File: config.mk
export PLATFORM = sky130hd
export DESIGN_NAME = alu_cmd_ctrl
export DESIGN_NICKNAME = d
export VERILOG_FILES = /design/src/rtl/alu_cmd_ctrl_pkg.sv /design/src/rtl/alu_cmd_ctrl_timeout_cnt.sv /design/src/rtl/alu_cmd_ctrl.sv
export SDC_FILE = /design/constraint.sdc
export NUM_CORES = 1
export LEC_CHECK = 0
export ABC_AREA = 1
export BUFFER_PORTS_ARGS = -buffer_cell sky130_fd_sc_hd__clkbuf_2
export CAP_MARGIN = 20
export CELL_PAD_IN_SITES_DETAIL_PLACEMENT = 0
export CELL_PAD_IN_SITES_GLOBAL_PLACEMENT = 2
export CORE_ASPECT_RATIO = 1.75
export CORE_UTILIZATION = 36
export DETAILED_ROUTE_END_ITERATION = 6
export GPL_ROUTABILITY_DRIVEN = 0
export GPL_TIMING_DRIVEN = 0
export PLACE_DENSITY = 0.81
export SETUP_SLACK_MARGIN = 0.02
export SLEW_MARGIN = 30
export SYNTH_ARGS = -nofsm -noshare
export SYNTH_HDL_FRONTEND = slang
export SYNTH_SLANG_ARGS = --single-unit
File: constraint.sdc
create_clock -name clk -period 2.6 [get_ports clk]
set_clock_uncertainty 0.1 [all_clocks]
set_input_delay 0.13 -clock clk [delete_from_list [all_inputs] [get_ports clk]]
set_output_delay 0.13 -clock clk [all_outputs]
set_load 0.02 [all_outputs]
File: src/rtl/alu_cmd_ctrl_pkg.sv
// Shared types and constants for the ALU command sequencer: FSM state
// encoding, operator-select codes and sticky error codes.
package alu_ctrl_pkg;

    typedef enum logic [2:0] {
        S_A      = 3'd0,
        S_OP     = 3'd1,
        S_B      = 3'd2,
        S_SETTLE = 3'd3,
        S_WDIV   = 3'd4
    } state_e;

    localparam logic [1:0] OP_ADD = 2'd0;
    localparam logic [1:0] OP_SUB = 2'd1;
    localparam logic [1:0] OP_MUL = 2'd2;
    localparam logic [1:0] OP_DIV = 2'd3;

    localparam logic [1:0] ERR_NONE    = 2'd0;
    localparam logic [1:0] ERR_BADOP   = 2'd1;
    localparam logic [1:0] ERR_TIMEOUT = 2'd2;
    localparam logic [1:0] ERR_DIV0    = 2'd3;

endpackage

File: src/rtl/alu_cmd_ctrl_timeout_cnt.sv
// Saturating idle-cycle counter. It counts while enabled, stops at
// TIMEOUT_CYCLES-1 and flags expiry for as long as it sits there enabled.
// A clear always wins over counting, so a byte arriving in the expiry
// cycle suppresses the expire flag.
module alu_timeout_cnt #(
    parameter int TIMEOUT_CYCLES = 5_000_000,
    localparam int CNT_W = $clog2(TIMEOUT_CYCLES)
) (
    input  logic clk,
    input  logic rst,
    input  logic clr,
    input  logic en,
    output logic expire
);

    localparam logic [CNT_W-1:0] CNT_MAX = CNT_W'(TIMEOUT_CYCLES - 1);

    logic [CNT_W-1:0] cnt_r;

    // Idle counter: clear has priority, then saturating increment.
    always_ff @(posedge clk or negedge rst) begin
        if (!rst) begin
            cnt_r <= {CNT_W{1'b0}};
        end else if (clr) begin
            cnt_r <= {CNT_W{1'b0}};
        end else if (en && (cnt_r != CNT_MAX)) begin
            cnt_r <= cnt_r + CNT_W'(1);
        end else begin
            cnt_r <= cnt_r;
        end
    end

    assign expire = en && !clr && (cnt_r == CNT_MAX);

endmodule

File: src/rtl/alu_cmd_ctrl.sv
// Command sequencer between the UART receiver and the 8-bit ALU datapath.
// Assembles A/opcode/B frames, presents registered operands and operator,
// handshakes with the iterative divider and reports errors. Every output
// comes straight from a flop.
module alu_cmd_ctrl
    import alu_ctrl_pkg::*;
#(
    parameter int TIMEOUT_CYCLES = 5_000_000
) (
    input  logic       clk,
    input  logic       rst,
    input  logic [7:0] rx_byte,
    input  logic       rx_valid,
    output logic [7:0] a,
    output logic [7:0] b,
    output logic [1:0] op,
    output logic       div_start,
    input  logic       div_done,
    output logic       res_load,
    output logic       busy,
    output logic [1:0] err,
    output logic       overrun
);

    state_e     state_r;
    state_e     state_nxt_s;

    logic [7:0] a_stage_r;
    logic [7:0] a_stage_nxt_s;
    logic [1:0] op_stage_r;
    logic [1:0] op_stage_nxt_s;

    logic [7:0] a_nxt_s;
    logic [7:0] b_nxt_s;
    logic [1:0] op_nxt_s;
    logic       div_start_nxt_s;
    logic       res_load_nxt_s;
    logic       busy_nxt_s;
    logic [1:0] err_nxt_s;
    logic       overrun_nxt_s;

    logic       byte_accept_s;
    logic       cnt_clr_s;
    logic       cnt_en_s;
    logic       expire_s;

    // A byte is consumed only while a frame is being assembled; in the
    // busy states it is dropped and reported as an overrun.
    assign byte_accept_s = rx_valid &&
                           ((state_r == S_A) || (state_r == S_OP) || (state_r == S_B));
    assign cnt_clr_s     = byte_accept_s || (state_r == S_A) || (state_r == S_SETTLE);
    assign cnt_en_s      = (state_r == S_OP) || (state_r == S_B) || (state_r == S_WDIV);

    alu_timeout_cnt #(
        .TIMEOUT_CYCLES (TIMEOUT_CYCLES)
    ) u_timeout_cnt (
        .clk    (clk),
        .rst    (rst),
        .clr    (cnt_clr_s),
        .en     (cnt_en_s),
        .expire (expire_s)
    );

    // State register.
    always_ff @(posedge clk or negedge rst) begin
        if (!rst) begin
            state_r <= S_A;
        end else begin
            state_r <= state_nxt_s;
        end
    end

    // Next-state and next-output logic; pulses default low, data holds.
    always_comb begin
        state_nxt_s     = state_r;
        a_stage_nxt_s   = a_stage_r;
        op_stage_nxt_s  = op_stage_r;
        a_nxt_s         = a;
        b_nxt_s         = b;
        op_nxt_s        = op;
        busy_nxt_s      = busy;
        err_nxt_s       = err;
        div_start_nxt_s = 1'b0;
        res_load_nxt_s  = 1'b0;
        overrun_nxt_s   = 1'b0;

        case (state_r)
            S_A: begin
                if (rx_valid) begin
                    a_stage_nxt_s = rx_byte;
                    err_nxt_s     = ERR_NONE;
                    state_nxt_s   = S_OP;
                end else begin
                    state_nxt_s   = S_A;
                end
            end

            S_OP: begin
                if (rx_valid) begin
                    if (rx_byte[7:2] != 6'd0) begin
                        err_nxt_s      = ERR_BADOP;
                        state_nxt_s    = S_A;
                    end else begin
                        op_stage_nxt_s = rx_byte[1:0];
                        state_nxt_s    = S_B;
                    end
                end else if (expire_s) begin
                    err_nxt_s   = ERR_TIMEOUT;
                    state_nxt_s = S_A;
                end else begin
                    state_nxt_s = S_OP;
                end
            end

            S_B: begin
                if (rx_valid) begin
                    a_nxt_s  = a_stage_r;
                    b_nxt_s  = rx_byte;
                    op_nxt_s = op_stage_r;
                    if (op_stage_r != OP_DIV) begin
                        busy_nxt_s      = 1'b1;
                        state_nxt_s     = S_SETTLE;
                    end else if (rx_byte == 8'd0) begin
                        // Result is flagged immediately; nothing stays in flight.
                        busy_nxt_s      = 1'b0;
                        err_nxt_s       = ERR_DIV0;
                        res_load_nxt_s  = 1'b1;
                        state_nxt_s     = S_A;
                    end else begin
                        busy_nxt_s      = 1'b1;
                        div_start_nxt_s = 1'b1;
                        state_nxt_s     = S_WDIV;
                    end
                end else if (expire_s) begin
                    err_nxt_s   = ERR_TIMEOUT;
                    busy_nxt_s  = 1'b0;
                    state_nxt_s = S_A;
                end else begin
                    state_nxt_s = S_B;
                end
            end

            S_SETTLE: begin
                res_load_nxt_s = 1'b1;
                busy_nxt_s     = 1'b0;
                overrun_nxt_s  = rx_valid;
                state_nxt_s    = S_A;
            end

            S_WDIV: begin
                overrun_nxt_s = rx_valid;
                if (div_done) begin
                    res_load_nxt_s = 1'b1;
                    busy_nxt_s     = 1'b0;
                    state_nxt_s    = S_A;
                end else if (expire_s) begin
                    err_nxt_s      = ERR_TIMEOUT;
                    busy_nxt_s     = 1'b0;
                    state_nxt_s    = S_A;
                end else begin
                    state_nxt_s    = S_WDIV;
                end
            end

            default: begin
                busy_nxt_s  = 1'b0;
                state_nxt_s = S_A;
            end
        endcase
    end

    // Output and staging registers.
    always_ff @(posedge clk or negedge rst) begin
        if (!rst) begin
            a_stage_r  <= 8'd0;
            op_stage_r <= 2'd0;
            a          <= 8'd0;
            b          <= 8'd0;
            op         <= 2'd0;
            div_start  <= 1'b0;
            res_load   <= 1'b0;
            busy       <= 1'b0;
            err        <= ERR_NONE;
            overrun    <= 1'b0;
        end else begin
            a_stage_r  <= a_stage_nxt_s;
            op_stage_r <= op_stage_nxt_s;
            a          <= a_nxt_s;
            b          <= b_nxt_s;
            op         <= op_nxt_s;
            div_start  <= div_start_nxt_s;
            res_load   <= res_load_nxt_s;
            busy       <= busy_nxt_s;
            err        <= err_nxt_s;
            overrun    <= overrun_nxt_s;
        end
    end

endmodule

# Yosys cells after proc, flatten, opt, wreduce, memory -nomap -nowiden
# Index checks and enable logic that the tools add are counted.
[op_classes]
add_sub_neg = 1
eq_ne = 12
mux = 37
n_bitwise = 1
reduce_logical = 22
[ops]
columns = ["cell", "count"]
rows = [
  ["$mux 23", 2],
  ["$add 23x1->23 const B", 1],
  ["$eq 23x23->1 const B", 1],
  ["$ne 23x23->1 const B", 1],
  ["$mux 2", 10],
  ["$mux 3", 6],
  ["$mux 1", 15],
  ["$pmux 3 s4", 1],
  ["$logic_not 8->1", 1],
  ["$pmux 2 s4", 1],
  ["$eq 3x2->1 const B", 2],
  ["$logic_or 1x1->1", 6],
  ["$ne 2x2->1 const B", 3],
  ["$ne 3x2->1 const B", 2],
  ["$pmux 1 s3", 2],
  ["$reduce_and 6->1", 1],
  ["$reduce_bool 6->1", 1],
  ["$logic_and 1x1->1", 4],
  ["$reduce_and 2->1", 2],
  ["$reduce_bool 4->1", 1],
  ["$reduce_or 2->1", 2],
  ["$eq 3x1->1 const B", 1],
  ["$eq 3x3->1 const B", 1],
  ["$logic_not 3->1", 1],
  ["5 further kinds", 5],
]
[totals]
reg_bits = 60
inputBits = 12
output_inout_bits = 24
wordCells = 85

# Longest topological paths before layout
[logic_depth]
ltp_word = 12
mapped_depth = 11
mapped_depth_nobuf = 11

# Cells and area by module
# From an unflattened synthesis, not the netlist that was laid out.
[unflattened]
cells_unflattened = 457
area_unflattened_um2 = 3315.7
[modules_own_cells]
columns = ["mod", "n_inst", "cells_each", "area_each_um2", "seq_area_each_um2"]
rows = [
  ["alu_timeout_cnt", 1, 265, 1675.4, 575.6],
  ["alu_cmd_ctrl", 1, 192, 1640.3, 925.9],
]

# Least setup slack after synthesis
# Ideal clock, no wire load.
[synth_timing]
path_kind = "reg-to-reg"
from = "reg u_timeout_cnt.cnt_r[0]"
to = "reg state_r[2]"
setup_ps = 120
t_arrival_ps = 1395
required_time_ps = 2380
setup_slack_ps = 985
stages_incl_launch_ff = 8
n_path_buf = 0
period_less_slack_ps = 1615
cell_sequence = "dfrtp_1 ha_1 nand3_4 nor2_4 nand3_2 nor2_1 nand2_2 a31o_2"
[synth_between]
elab_chain_cells = 5
[synth_lines]
columns = ["item", "line_no", "rtl"]
rows = [
  ["start: declaration", "alu_cmd_ctrl_timeout_cnt.sv:18", "logic [CNT_W-1:0] cnt_r;"],
  ["start signal: assignment", "alu_cmd_ctrl_timeout_cnt.sv:23", "cnt_r <= {CNT_W{1'b0}};"],
  ["start signal: assignment", "alu_cmd_ctrl_timeout_cnt.sv:25", "cnt_r <= {CNT_W{1'b0}};"],
  ["start signal: assignment", "alu_cmd_ctrl_timeout_cnt.sv:27", "cnt_r <= cnt_r + CNT_W'(1);"],
  ["$eq 23x23->1", "alu_cmd_ctrl_timeout_cnt.sv:33", "assign expire = en && !clr && (cnt_r == CNT_MAX);"],
  ["$logic_and 1x1->1", "alu_cmd_ctrl_timeout_cnt.sv:33", ""],
  ["$mux 3", "alu_cmd_ctrl.sv:156", "end else if (expire_s) begin"],
  ["$mux 3", "alu_cmd_ctrl.sv:152", "if (div_done) begin"],
  ["$pmux 3 s4", "alu_cmd_ctrl.sv:87", "case (state_r)"],
  ["named net state_nxt_s[2]", "alu_cmd_ctrl.sv:26", "state_e state_nxt_s;"],
  ["end signal: assignment", "alu_cmd_ctrl.sv:69", "state_r <= state_nxt_s;"],
  ["end: declaration", "alu_cmd_ctrl.sv:25", "state_e state_r;"],
]
# The timed path passes the listed nets, and every way through them passes these cells.
# A chain may end at the register's enable or synchronous reset.

# Final worst setup path
[layout_timing]
from = "reg u_timeout_cnt.cnt_r[0]"
to = "reg u_timeout_cnt.cnt_r[19]"
[layout_between]
elab_chain_cells = 3
elab_cells_between_ends = 6
cone_classes = "add/sub (1); eq/ne (1); mux (2); reduce/logical (2)"
[layout_lines]
columns = ["item", "line_no", "rtl"]
rows = [
  ["$add 23x1->23 / $ne 23x23->1 (equally long branches)", "alu_cmd_ctrl_timeout_cnt.sv:27, alu_cmd_ctrl_timeout_cnt.sv:26", ""],
  ["$mux 23 / $logic_and 1x1->1 (equally long branches)", "alu_cmd_ctrl_timeout_cnt.sv:26", "end else if (en && (cnt_r != CNT_MAX)) begin"],
  ["$mux 23 / $reduce_bool 2->1 (equally long branches)", "n/a", ""],
]
# Parallel ways exist; a longest one is shown, timed or not. The select of a mux whose other input is x is not followed.

==> summary.txt <==
Critical path
  • Max incr delay on CP: ~440 ps
  • Critical Path, Cell by Cell: ha_1 -> nand3_4 -> nor2_1 -> nand3_1 -> nand2_1 -> inv_1 -> buf_4 -> nand4_1 -> nand2_1
  • Critical-path maximum fanout: 10
  • R2R Path End: u_timeout_cnt.cnt_r[19]
  • CP Launch Point: u_timeout_cnt.cnt_r[0]
  • Worst EP arrival: between 2000 and 2500 ps
  • Worst path slowest cell: dfrtp_1
  • Worst Reg-to-Reg Cells: 9
  • Critical Path RT: between 2000 and 3000 ps
  • Startpoint types: flop
  • FF-to-FF Start: u_timeout_cnt.cnt_r[0]
  • Cell repeated most along the worst path: nand2_1
  • Crit Path Category: reg -> reg
  • Worst Setup EP: u_timeout_cnt.cnt_r[19]
  • CP endpoint kind: flop
  • Reg2Reg Setup Slack: between 400 and 500 ps

Clock tree
  • Htree depth: 3
  • Total CTS buffers: 9
  • Resized cells post-CTS: 0
  • # hold bufs at CTS: 10
  • Root Driver: clkbuf_16
  • TritonCTS clock tree: built
  • # clock sinks: 60
  • Clock Latency Late Sink: 330 ps
  • Maximum clock insertion buffer count: 2
  • Worst-path clk slew: roughly 60 ps
  • Total setup buffers inserted after CTS: 0

Global routing
  • M3 GR Usage: under 10%
  • GRT busiest layer: met2
  • M2 GR Usage: between 30% and 40%
  • Met1 Usage GRT: a little over a fifth
  • Global route overflow: 0
  • Initial antenna violation count: 0
  • First-pass GRT wire length: roughly 15 mm
  • Total GRT Usage: approximately a fifth
  • Largest net degree at the start of global routing: 44
  • Vias in the first global route: approximately 3k

Finish
  • Share of layout cells above drive strength 1: roughly 16%
  • Layout Area Growth over Synthesis: 22.6%
  • Most used cells in the layout excluding fill and tap cells: nand2_1, dfrtp_1, nor2_1, inv_1, clkbuf_2
  • Commonest non-fill, non-tap cell in the layout: nand2_1
  • Final Net Count: around 520
  • Ant diodes: 0
  • Filler cells: 895

Power and ir drop
  • Static Leak: approximately 0.002 uW
  • Maximum VDD drop: slightly below 500 uV
  • PwrDens: 621 nW/um^2

Logic synthesis
  • Synth Area in Simple Gates: 38.1%
  • Synth Area in Compound Gates: about 5%
  • Yosys top cell by area: dfrtp_1
  • Synthesized area per cell: ~7.3 um^2
  • Yosys warns: 0
  • Synth Net Count: roughly 460
  • Synth unique cells: 29
  • Xor and xnor area share after synthesis: 3.49%
  • Mux cell area share after synthesis: 0%
  • Post-Syn Area: ~3300 um^2
  • Post-Synth Adder-Cell Area: 0.384%
  • Largest family of logic cells by synthesized area: simple AND/OR/NAND/NOR gates
  • Top-area cell type share of the netlist area: around 46%
  • Synth top area cells: dfrtp_1, nand2_1, nor2_1
  • Cells after synthesis: around 450
  • #FFs+latches synth: 60
  • Register area share after synthesis: between 40 and 50%

Detailed routing
  • # DRC: 0
  • Vias/cell: approximately 4.7
  • Initial DRC Count: between 100 and 150
  • Via count: about 2.9k
  • Final wirelength: just under 9 mm
  • Antenna Nets Post-Route: 0
  • 1st-pass router iterations: 4
  • Drt wl/cell: about 14 um

Timing
  • Slew margin rel.: roughly three quarters
  • RSZ-0062 raised after global routing: false
  • Final worst path period share: between 80 and 90%
  • Fin crit period: 2160 ps
  • Max Slew Vio Count: 0
  • Setup violators final: 0
  • Slew @ Worst Pin: approximately 400 ps
  • Setup TNS: 0 ps
  • F_max: 464 MHz
  • Final Hold Vio Count: 0
  • Setup ws final: between 400 and 500 ps

Die
  • Cell Rows: 45
  • Die Area: approximately 9500 um^2
  • Die Ht: approximately 130 um
  • Initial core utilization: between 30% and 40%
  • Core Footprint: around 8700 um^2
  • I/O Pins: 36
  • Die W: between 70 and 80 um

Placed design
  • Port bufs: 35
  • DP Worst Slack: between 400 and 500 ps
  • Post-DP HPWL: 6.86 mm

Hold path
  • HP Start: rx_valid
  • Worst hold path class: in -> reg

Flow run
  • Max cap viols: 0

Status
  • Status: complete, no violations
layout make-up:
| cell class | instances | area [um^2] | share of cell area, % |
|---|---|---|---|
| well taps | 117 | 146 | 3.66 |
| plain buffers | 10 | 72.6 | 1.82 |
| flip-flops and latches | 60 | 1500 | 37.6 |
| repair buffers | 46 | 305 | 7.64 |
| inverters | 41 | 154 | 3.85 |
| clock inverters | 7 | 58.8 | 1.47 |
| clock buffers | 9 | 225 | 5.63 |
| multi-input cells | 337 | 1530 | 38.4 |
per-layer routing:
| metal | routed length (um) | vias up |
|---|---|---|
| met3 | 251 | 18 |
| met1 | 3300 | 1355 |
| met2 | 4950 | 45 |
| li1 | - | 1517 |
| met4 | 324 | 0 |
| met5 | 0 | - |
synthesized netlist by cell type:
cell,count
nand2_1,178
dfrtp_1,60
nor2_1,57
inv_1,36
nand3_1,32
o21ai_0,21
nand4_1,11
xor2_1,11
buf_2,4
inv_2,4
buf_6,3
nand2_2,3
nor2_2,3
o21ai_1,3
a21oi_1,2
buf_4,2
nand3_2,2
nand3_4,2
nor2_4,2
nor3_1,2
xnor2_1,2
a21oi_2,1
a31o_2,1
clkbuf_1,1
clkinv_1,1
ha_1,1
nand3b_1,1
o211ai_1,1
o21ai_2,1
sequential cells by signal (all words and copies together), names as in the netlist:
signal / cells
overrun: 1
op: 2
state_r: 3
op_stage_r: 2
res_load: 1
div_start: 1
err: 2
a_stage_r: 8
b: 8
a: 8
busy: 1
u_timeout_cnt.cnt_r: 23
worst min path at each step:
stage / cells after the start / end
after floorplan: 0 / a[0]
after global placement: 3 / op_stage_r[0]
after detailed placement: 1 / u_timeout_cnt.cnt_r[4]
after CTS: 4 / state_r[0]
after global routing: 4 / state_r[0]
final: 4 / state_r[0]
worst max-delay path, delay by kind of cell, from the launching register on:
family                     cells  cell delay [ps]
buffers and inverters          2              370
adders and majority gates      1              350
DFF                            1              440
and+or+nand+nor                6              780
where the power goes:
group	leakage, uW	switching [uW]	total (uW)	internal [uW]
Clock	0.000133	478	1140	657
Combinational	0.00107	201	301	99.9
Sequential	0.000803	44.3	1040	1000
Total	0.00200	724	2480	1760
stage by stage:
step	instance area, um^2	power, uW	hold WS, ps	utilization (%)	cells
floorplan	3260	1230	-266	-	448
global placement	3580	1350	270	41.1	600
detailed placement	3610	1360	-33.2	41.4	601
CTS	4000	2510	88.5	45.8	627
global route	4000	2590	136	45.8	627
finish	4000	2480	88.8	45.8	627
cells by family (layout without fill, tap and decap cells):
| family | after synthesis | in the layout |
|---|---|---|
| AOI/OAI and AO/OA | 30 | 30 |
| xor gates and xnor gates | 13 | 13 |
| adders and majority gates | 1 | 1 |
| buffers and inverters | 51 | 113 |
| DFF | 60 | 60 |
| and+or+nand+nor | 293 | 293 |
Note: power is estimated with default switching activity, not from simulation.
